File: src/rtl/fofb_pkg.sv
// Shared definitions for the FOFB readout sequencer:
// state encodings, CSR field offsets and config bits.
package fofb_pkg;

    typedef enum logic [1:0] {
        ST_IDLE  = 2'd0,
        ST_ARMED = 2'd1,
        ST_RUN   = 2'd2,
        ST_FLUSH = 2'd3
    } fofb_state_e;

    localparam int CSR_COUNT_LSB   = 0;
    localparam int CSR_COUNT_W     = 12;
    localparam int CSR_STATE_LSB   = 12;
    localparam int CSR_BUSY_BIT    = 14;
    localparam int CSR_ENABLE_BIT  = 15;
    localparam int CSR_SKIP_LSB    = 16;
    localparam int CSR_OVERRUN_LSB = 24;

    localparam int CFG_ENABLE_BIT  = 31;
    localparam int CFG_CLEAR_BIT   = 30;

    localparam int EVENT_CNT_W     = 8;

endpackage

File: src/rtl/fofb_sat_counter.sv
// Saturating event counter; clear wins over increment.
module fofb_sat_counter #(
    parameter int WIDTH = 8
) (
    input  logic             clk,
    input  logic             rst,
    input  logic             inc,
    input  logic             clr,
    output logic [WIDTH-1:0] count
);

    logic [WIDTH-1:0] count_q;
    logic [WIDTH-1:0] count_d;

    always_comb begin
        count_d = count_q;
        if (clr) begin
            count_d = '0;
        end else if (inc && (count_q != '1)) begin
            count_d = count_q + WIDTH'(1);
        end
    end

    always_ff @(posedge clk) begin
        if (rst) begin
            count_q <= '0;
        end else begin
            count_q <= count_d;
        end
    end

    assign count = count_q;

endmodule

File: src/rtl/fofb_readout_sequencer.sv
// Sweeps BPM readout addresses into the DSP once per FA cycle,
// tracking skipped and overrun cycles in the status word.
module fofb_readout_sequencer
    import fofb_pkg::*;
#(
    parameter int FOFB_INDEX_WIDTH = 9
) (
    input  logic                        sysClk,
    input  logic                        sysReset,
    input  logic                        FAstrobe,
    input  logic                        readoutValid,
    input  logic                        csrStrobe,
    input  logic [31:0]                 GPIO_OUT,
    input  logic                        dspReady,
    output logic [FOFB_INDEX_WIDTH-1:0] fofbDSPreadoutAddress,
    output logic                        dataValid,
    output logic                        dataFirst,
    output logic                        dataLast,
    output logic                        cycleDone,
    output logic [31:0]                 csr
);

    localparam int W  = FOFB_INDEX_WIDTH;
    localparam int CW = W + 1;

    fofb_state_e state_q, state_d;
    logic [CW-1:0] bpm_count_q, bpm_count_d;
    logic [CW-1:0] work_cnt_q, work_cnt_d;
    logic [W-1:0]  addr_q, addr_d;
    logic          enable_q, enable_d;
    logic          seen_q, seen_d;
    logic          data_valid_q, data_valid_d;
    logic          data_first_q, data_first_d;
    logic          data_last_q, data_last_d;
    logic          cycle_done_q, cycle_done_d;

    logic          issue;
    logic          is_last;
    logic          cnt_clr;
    logic          skip_inc;
    logic          overrun_inc;
    logic [EVENT_CNT_W-1:0] skip_count;
    logic [EVENT_CNT_W-1:0] overrun_count;
    logic          gpio_unused;

    assign gpio_unused = ^GPIO_OUT[29:CW];

    // A strobe in RUN aborts, so it also suppresses that cycle's issue.
    assign issue = (state_q == ST_RUN) && enable_q
                 && dspReady && !FAstrobe;
    assign is_last = ({1'b0, addr_q} == (work_cnt_q - CW'(1)));

    assign cnt_clr     = csrStrobe && GPIO_OUT[CFG_CLEAR_BIT];
    assign skip_inc    = FAstrobe && (state_q == ST_ARMED) && !seen_q;
    assign overrun_inc = FAstrobe
                       && ((state_q == ST_RUN) || (state_q == ST_FLUSH));

    always_comb begin
        state_d      = state_q;
        bpm_count_d  = bpm_count_q;
        enable_d     = enable_q;
        work_cnt_d   = work_cnt_q;
        seen_d       = seen_q;
        addr_d       = addr_q;
        data_valid_d = issue;
        data_first_d = issue && (addr_q == '0);
        data_last_d  = issue && is_last;
        cycle_done_d = 1'b0;

        if (csrStrobe) begin
            bpm_count_d = GPIO_OUT[W:0];
            enable_d    = GPIO_OUT[CFG_ENABLE_BIT];
        end

        // seen marks that this FA cycle's readout was already consumed
        if (FAstrobe) begin
            seen_d = 1'b0;
        end

        unique case (state_q)
            ST_IDLE: begin
                if (FAstrobe && enable_q) begin
                    state_d = ST_ARMED;
                end
            end
            ST_ARMED: begin
                if (!FAstrobe && readoutValid && !seen_q) begin
                    seen_d = 1'b1;
                    if (bpm_count_q == '0) begin
                        cycle_done_d = 1'b1;
                    end else begin
                        work_cnt_d = bpm_count_q;
                        addr_d     = '0;
                        state_d    = ST_RUN;
                    end
                end
            end
            ST_RUN: begin
                if (FAstrobe) begin
                    state_d = ST_ARMED;
                    addr_d  = '1;
                end else if (issue) begin
                    if (is_last) begin
                        state_d      = ST_FLUSH;
                        addr_d       = '1;
                        cycle_done_d = 1'b1;
                    end else begin
                        addr_d = addr_q + W'(1);
                    end
                end
            end
            ST_FLUSH: begin
                state_d = ST_ARMED;
            end
            default: begin
                state_d = ST_IDLE;
            end
        endcase

        if (!enable_q) begin
            state_d = ST_IDLE;
            addr_d  = '1;
        end
    end

    always_ff @(posedge sysClk) begin
        if (sysReset) begin
            state_q      <= ST_IDLE;
            bpm_count_q  <= '0;
            enable_q     <= 1'b0;
            work_cnt_q   <= '0;
            seen_q       <= 1'b0;
            addr_q       <= '1;
            data_valid_q <= 1'b0;
            data_first_q <= 1'b0;
            data_last_q  <= 1'b0;
            cycle_done_q <= 1'b0;
        end else begin
            state_q      <= state_d;
            bpm_count_q  <= bpm_count_d;
            enable_q     <= enable_d;
            work_cnt_q   <= work_cnt_d;
            seen_q       <= seen_d;
            addr_q       <= addr_d;
            data_valid_q <= data_valid_d;
            data_first_q <= data_first_d;
            data_last_q  <= data_last_d;
            cycle_done_q <= cycle_done_d;
        end
    end

    fofb_sat_counter #(
        .WIDTH(EVENT_CNT_W)
    ) u_skip_cnt (
        .clk  (sysClk),
        .rst  (sysReset),
        .inc  (skip_inc),
        .clr  (cnt_clr),
        .count(skip_count)
    );

    fofb_sat_counter #(
        .WIDTH(EVENT_CNT_W)
    ) u_overrun_cnt (
        .clk  (sysClk),
        .rst  (sysReset),
        .inc  (overrun_inc),
        .clr  (cnt_clr),
        .count(overrun_count)
    );

    always_comb begin
        csr = '0;
        csr[CSR_COUNT_LSB +: CSR_COUNT_W]     = CSR_COUNT_W'(bpm_count_q);
        csr[CSR_STATE_LSB +: 2]               = state_q;
        csr[CSR_BUSY_BIT]                     = (state_q == ST_RUN)
                                              || (state_q == ST_FLUSH);
        csr[CSR_ENABLE_BIT]                   = enable_q;
        csr[CSR_SKIP_LSB +: EVENT_CNT_W]      = skip_count;
        csr[CSR_OVERRUN_LSB +: EVENT_CNT_W]   = overrun_count;
    end

    assign fofbDSPreadoutAddress = addr_q;
    assign dataValid             = data_valid_q;
    assign dataFirst             = data_first_q;
    assign dataLast              = data_last_q;
    assign cycleDone             = cycle_done_q;

endmodule

File: config.mk
export PLATFORM = sky130hd
export DESIGN_NAME = fofb_readout_sequencer
export DESIGN_NICKNAME = d
export VERILOG_FILES = /design/src/rtl/fofb_pkg.sv /design/src/rtl/fofb_sat_counter.sv /design/src/rtl/fofb_readout_sequencer.sv
export SDC_FILE = /design/constraint.sdc
export NUM_CORES = 1
export LEC_CHECK = 0
export BUFFER_PORTS_ARGS = -buffer_cell sky130_fd_sc_hd__buf_2
export CORE_MARGIN = 10
export CORE_UTILIZATION = 55
export CTS_CLUSTER_DIAMETER = 50
export DETAILED_ROUTE_END_ITERATION = 7
export PLACE_DENSITY_LB_ADDON = 0.12
export SLEW_MARGIN = 0
export SYNTH_ARGS = -nofsm -noshare
export SYNTH_HDL_FRONTEND = slang
export SYNTH_SLANG_ARGS = --single-unit
File: constraint.sdc
create_clock -name sysClk -period 6.7 [get_ports sysClk]
set_input_delay 0.67 -clock sysClk [delete_from_list [all_inputs] [get_ports sysClk]]
set_output_delay 0.67 -clock sysClk [all_outputs]
set_load 0.005 [all_outputs]
==> results.md <==
* DR vias at around 2400
* Met2 WL at roughly 2800 um
* Seq/Total Area, Yosys at between 30% and 40%
* Minimum clock period after layout at approximately 2.8 ns
* Hold Buf Count CTS at 0
* WL/cell at approximately 14 um
* Outcome: finished, final reports clean
* Clock Sinks at between 50 and 60
* Synth top cells by count: dfxtp_1 (53), nor2_1 (41), nand2_1 (30)
* Syn avg cell area at 8.51 um2
* Synth top area cells: dfxtp_1 (39%), mux2i_1 (8.4%), nor2_1 (5.6%)
* R2r worst-path depth at 7
* Yosys warning count at 0
* Routed WL at 6230 um
* Placed cell area at around 3000 um2
* RSZ-0062 raised after global routing: no
* Antenna-violating nets left at 0
* CP Class: reg2reg
* Crit share post-route at a little over two fifths
* HP Start: u_skip_cnt.count[7]
* Reg2reg end: fofbDSPreadoutAddress[4]
* Clock skew at 0.00693 ns
* Global-route wire length before repair at 11000 um
* Die Area at slightly above 8000 um2
* Worst Hold Path EP: u_skip_cnt.count[7]
* Diode count at 0
* Clock-pin slew on the worst setup and hold paths at roughly 0.1 ns
* Startpoint types: flop
* Number of port buffers at 60
* Top-count cell post-synth: dfxtp_1
* Leak at ~1.4 nW
* Crit end category: flop
* CTS tree: built
* Remaining DRCs at 0
* Worst-Skew Late Latency at approximately 0.31 ns
* Reg-to-reg slack, setup at 3.88 ns
* Hold slack final at roughly 0.50 ns
* Syn Std Cell Area at roughly 2800 um2
* Async SR Flop Fraction at 0%
* Final Max Slew Viols at 0
* Chip width at 90.7 um
* Number of synthesized flops with an enable pin at 0
* Post-synth cell types at 48
* Io pins at a little over 80
* Starting Density at 57.5%
* Share of cells above drive strength 1 at around a fifth
* Worst Path Required at 6.87 ns
* Largest net degree at the start of global routing at 27
* VDD IR max at 0.000111 V
* Worst R2R Start: bpm_count_q[4]
* Vias in the first global route at 2358
* CP Max Fanout at 14
* Htree depth at 2
* CTS resizes at 0
* Met3 wire len at between 400 and 500 um
* First-pass DRT Iterations at 4
* Die Span Y at 90.7 um
* Clock root buffer: clkbuf_8
* Design Area, Final at between 3000 and 4000 um2
* Final setup fails at 0
* Final RePlAce weighted congestion at 0.795
* Synth-to-Final Area Change at 14.8%
* Num CTS Buffers at 5
* Final hold vios at 0
* Pwr per Cell Area at approximately 170 nW/um2
* Final setup TNS at 0 ns
* Slowest stage delay, CP at about 0.59 ns
* HP Class: reg2reg
* Post-CTS setup buffer count at 0
* Top cell type by total area after synthesis: dfxtp_1
* Core ar. at 4790 um2
* Highest routed layer: met4
* Worst slew pin tran at ~0.66 ns
* Synthesized instance count at approximately 320
* Flops & latches, synth at between 50 and 60
* Cells along the critical path: or4_1, o41ai_1, a211oi_1, buf_4, a21bo_2, a31oi_1, a22oi_1
* Worst Path Arrival at about 3 ns
* Via density at about 5.5
* Fin nets at 420
* Gr usage total at 15.4%
* Ys flop type: dfxtp_1
* Top-area cell type share of the netlist area at about two fifths
* 1st-iter DRT viols at roughly 130
* Total gr overflow at 0
* Hpwl dp at approximately 4700 um
* Initial antenna violation count at 1
* Worst hold stages at 2
* F_max at 355 MHz
* Max Cap Viol at 0
* Routed metal-1 wirelength at 2990 um
* Bufs on Longest Clock Path at 2
* Slew headroom at a little under three fifths
* Critical path's slowest cell: o41ai_1
* Num rows at 25
[worst max-delay path by stage]
stage               slack [ns]            from  cells after the start                  endpoint
floorplan                 4.41   work_cnt_q[3]                      7  fofbDSPreadoutAddress[2]
global placement          3.96  bpm_count_q[4]                      7  fofbDSPreadoutAddress[4]
detailed placement        3.92  bpm_count_q[4]                      7  fofbDSPreadoutAddress[4]
CTS                       3.90  bpm_count_q[4]                      7  fofbDSPreadoutAddress[4]
global route              3.64  bpm_count_q[4]                      7  fofbDSPreadoutAddress[8]
finish                    3.88  bpm_count_q[4]                      7  fofbDSPreadoutAddress[4]
[final cells by class]
type	count	area (um2)
clock buffers	6	72.6
clock inverters	2	13.8
fillers	438	1630
inverters	11	41.3
multi-input cells	240	1570
flip-flops and latches	53	1060
well taps	67	83.8
repair buffers	62	315
[placed cells by master, fill, tap and decap left out, types with 3 or more instances in the layout]
cell type and instances:
a21oi_1 15, dfxtp_1 53, nand2b_1 4, inv_1 11
xnor2_1 4, o211ai_1 3, nand4_1 8, buf_2 60
xor2_1 12, nor2b_1 3, mux2i_1 23, a211oi_1 6
nor4_1 5, o21ai_0 7, a22oi_1 5, or4_1 3
nor4b_1 3, nand2_1 30, ha_1 9, and3_1 7
or3_1 9, a31oi_1 4, nor3_1 3, clkbuf_8 5
nand3_1 8, nor2_1 41
[routing by layer]
metal  GRT usage (%)  vias up
met4            3.98        0
li1                -     1246
met3            4.82        2
met1            20.0     1115
met5               0        -
met2            23.9       68
[stage by stage]
step                util (%)  power, mW  setup slack, ns  std cells
global route            66.0      0.558             3.64        441
floorplan                  -      0.351             4.41        324
detailed placement      64.2      0.363             3.92        433
finish                  66.0      0.536             3.88        441
global placement        64.2      0.362             3.96        433
CTS                     66.0      0.542             3.90        441
[worst max-delay path, delay by kind of cell, from the launching register on]
kind	cells	cell delay [ns]
AO/OA/AOI/OAI	5	1.55
flip-flops	1	0.35
buffers and inverters	1	0.22
AND/OR/NAND/NOR	1	0.57
[flip-flops by register name, indices dropped and copies added, names as in the netlist, 2 cells and up]
register,flops
bpm_count_q,10
work_cnt_q,10
fofbDSPreadoutAddress,9
u_overrun_cnt.count,8
u_skip_cnt.count,8
state_q,2
[where the power goes]
| group | total (mW) | internal, mW | switching, mW |
|---|---|---|---|
| combinational | 0.0322 | 0.0141 | 0.0181 |
| clock | 0.180 | 0.0747 | 0.105 |
| sequential | 0.324 | 0.319 | 0.00482 |
| total | 0.536 | 0.408 | 0.128 |
[cell families after synthesis]
family,count (synthesis),synth area share (%)
DFF,53,38.6
buffers and inverters,31,4.69
other,1,0.136
AOI/OAI and AO/OA,59,15.6
muxes,23,8.37
adders and majority gates,9,4.09
and+or+nand+nor,131,23.4
xor gates and xnor gates,16,5.10
Note: power is estimated with default switching activity, not from simulation.
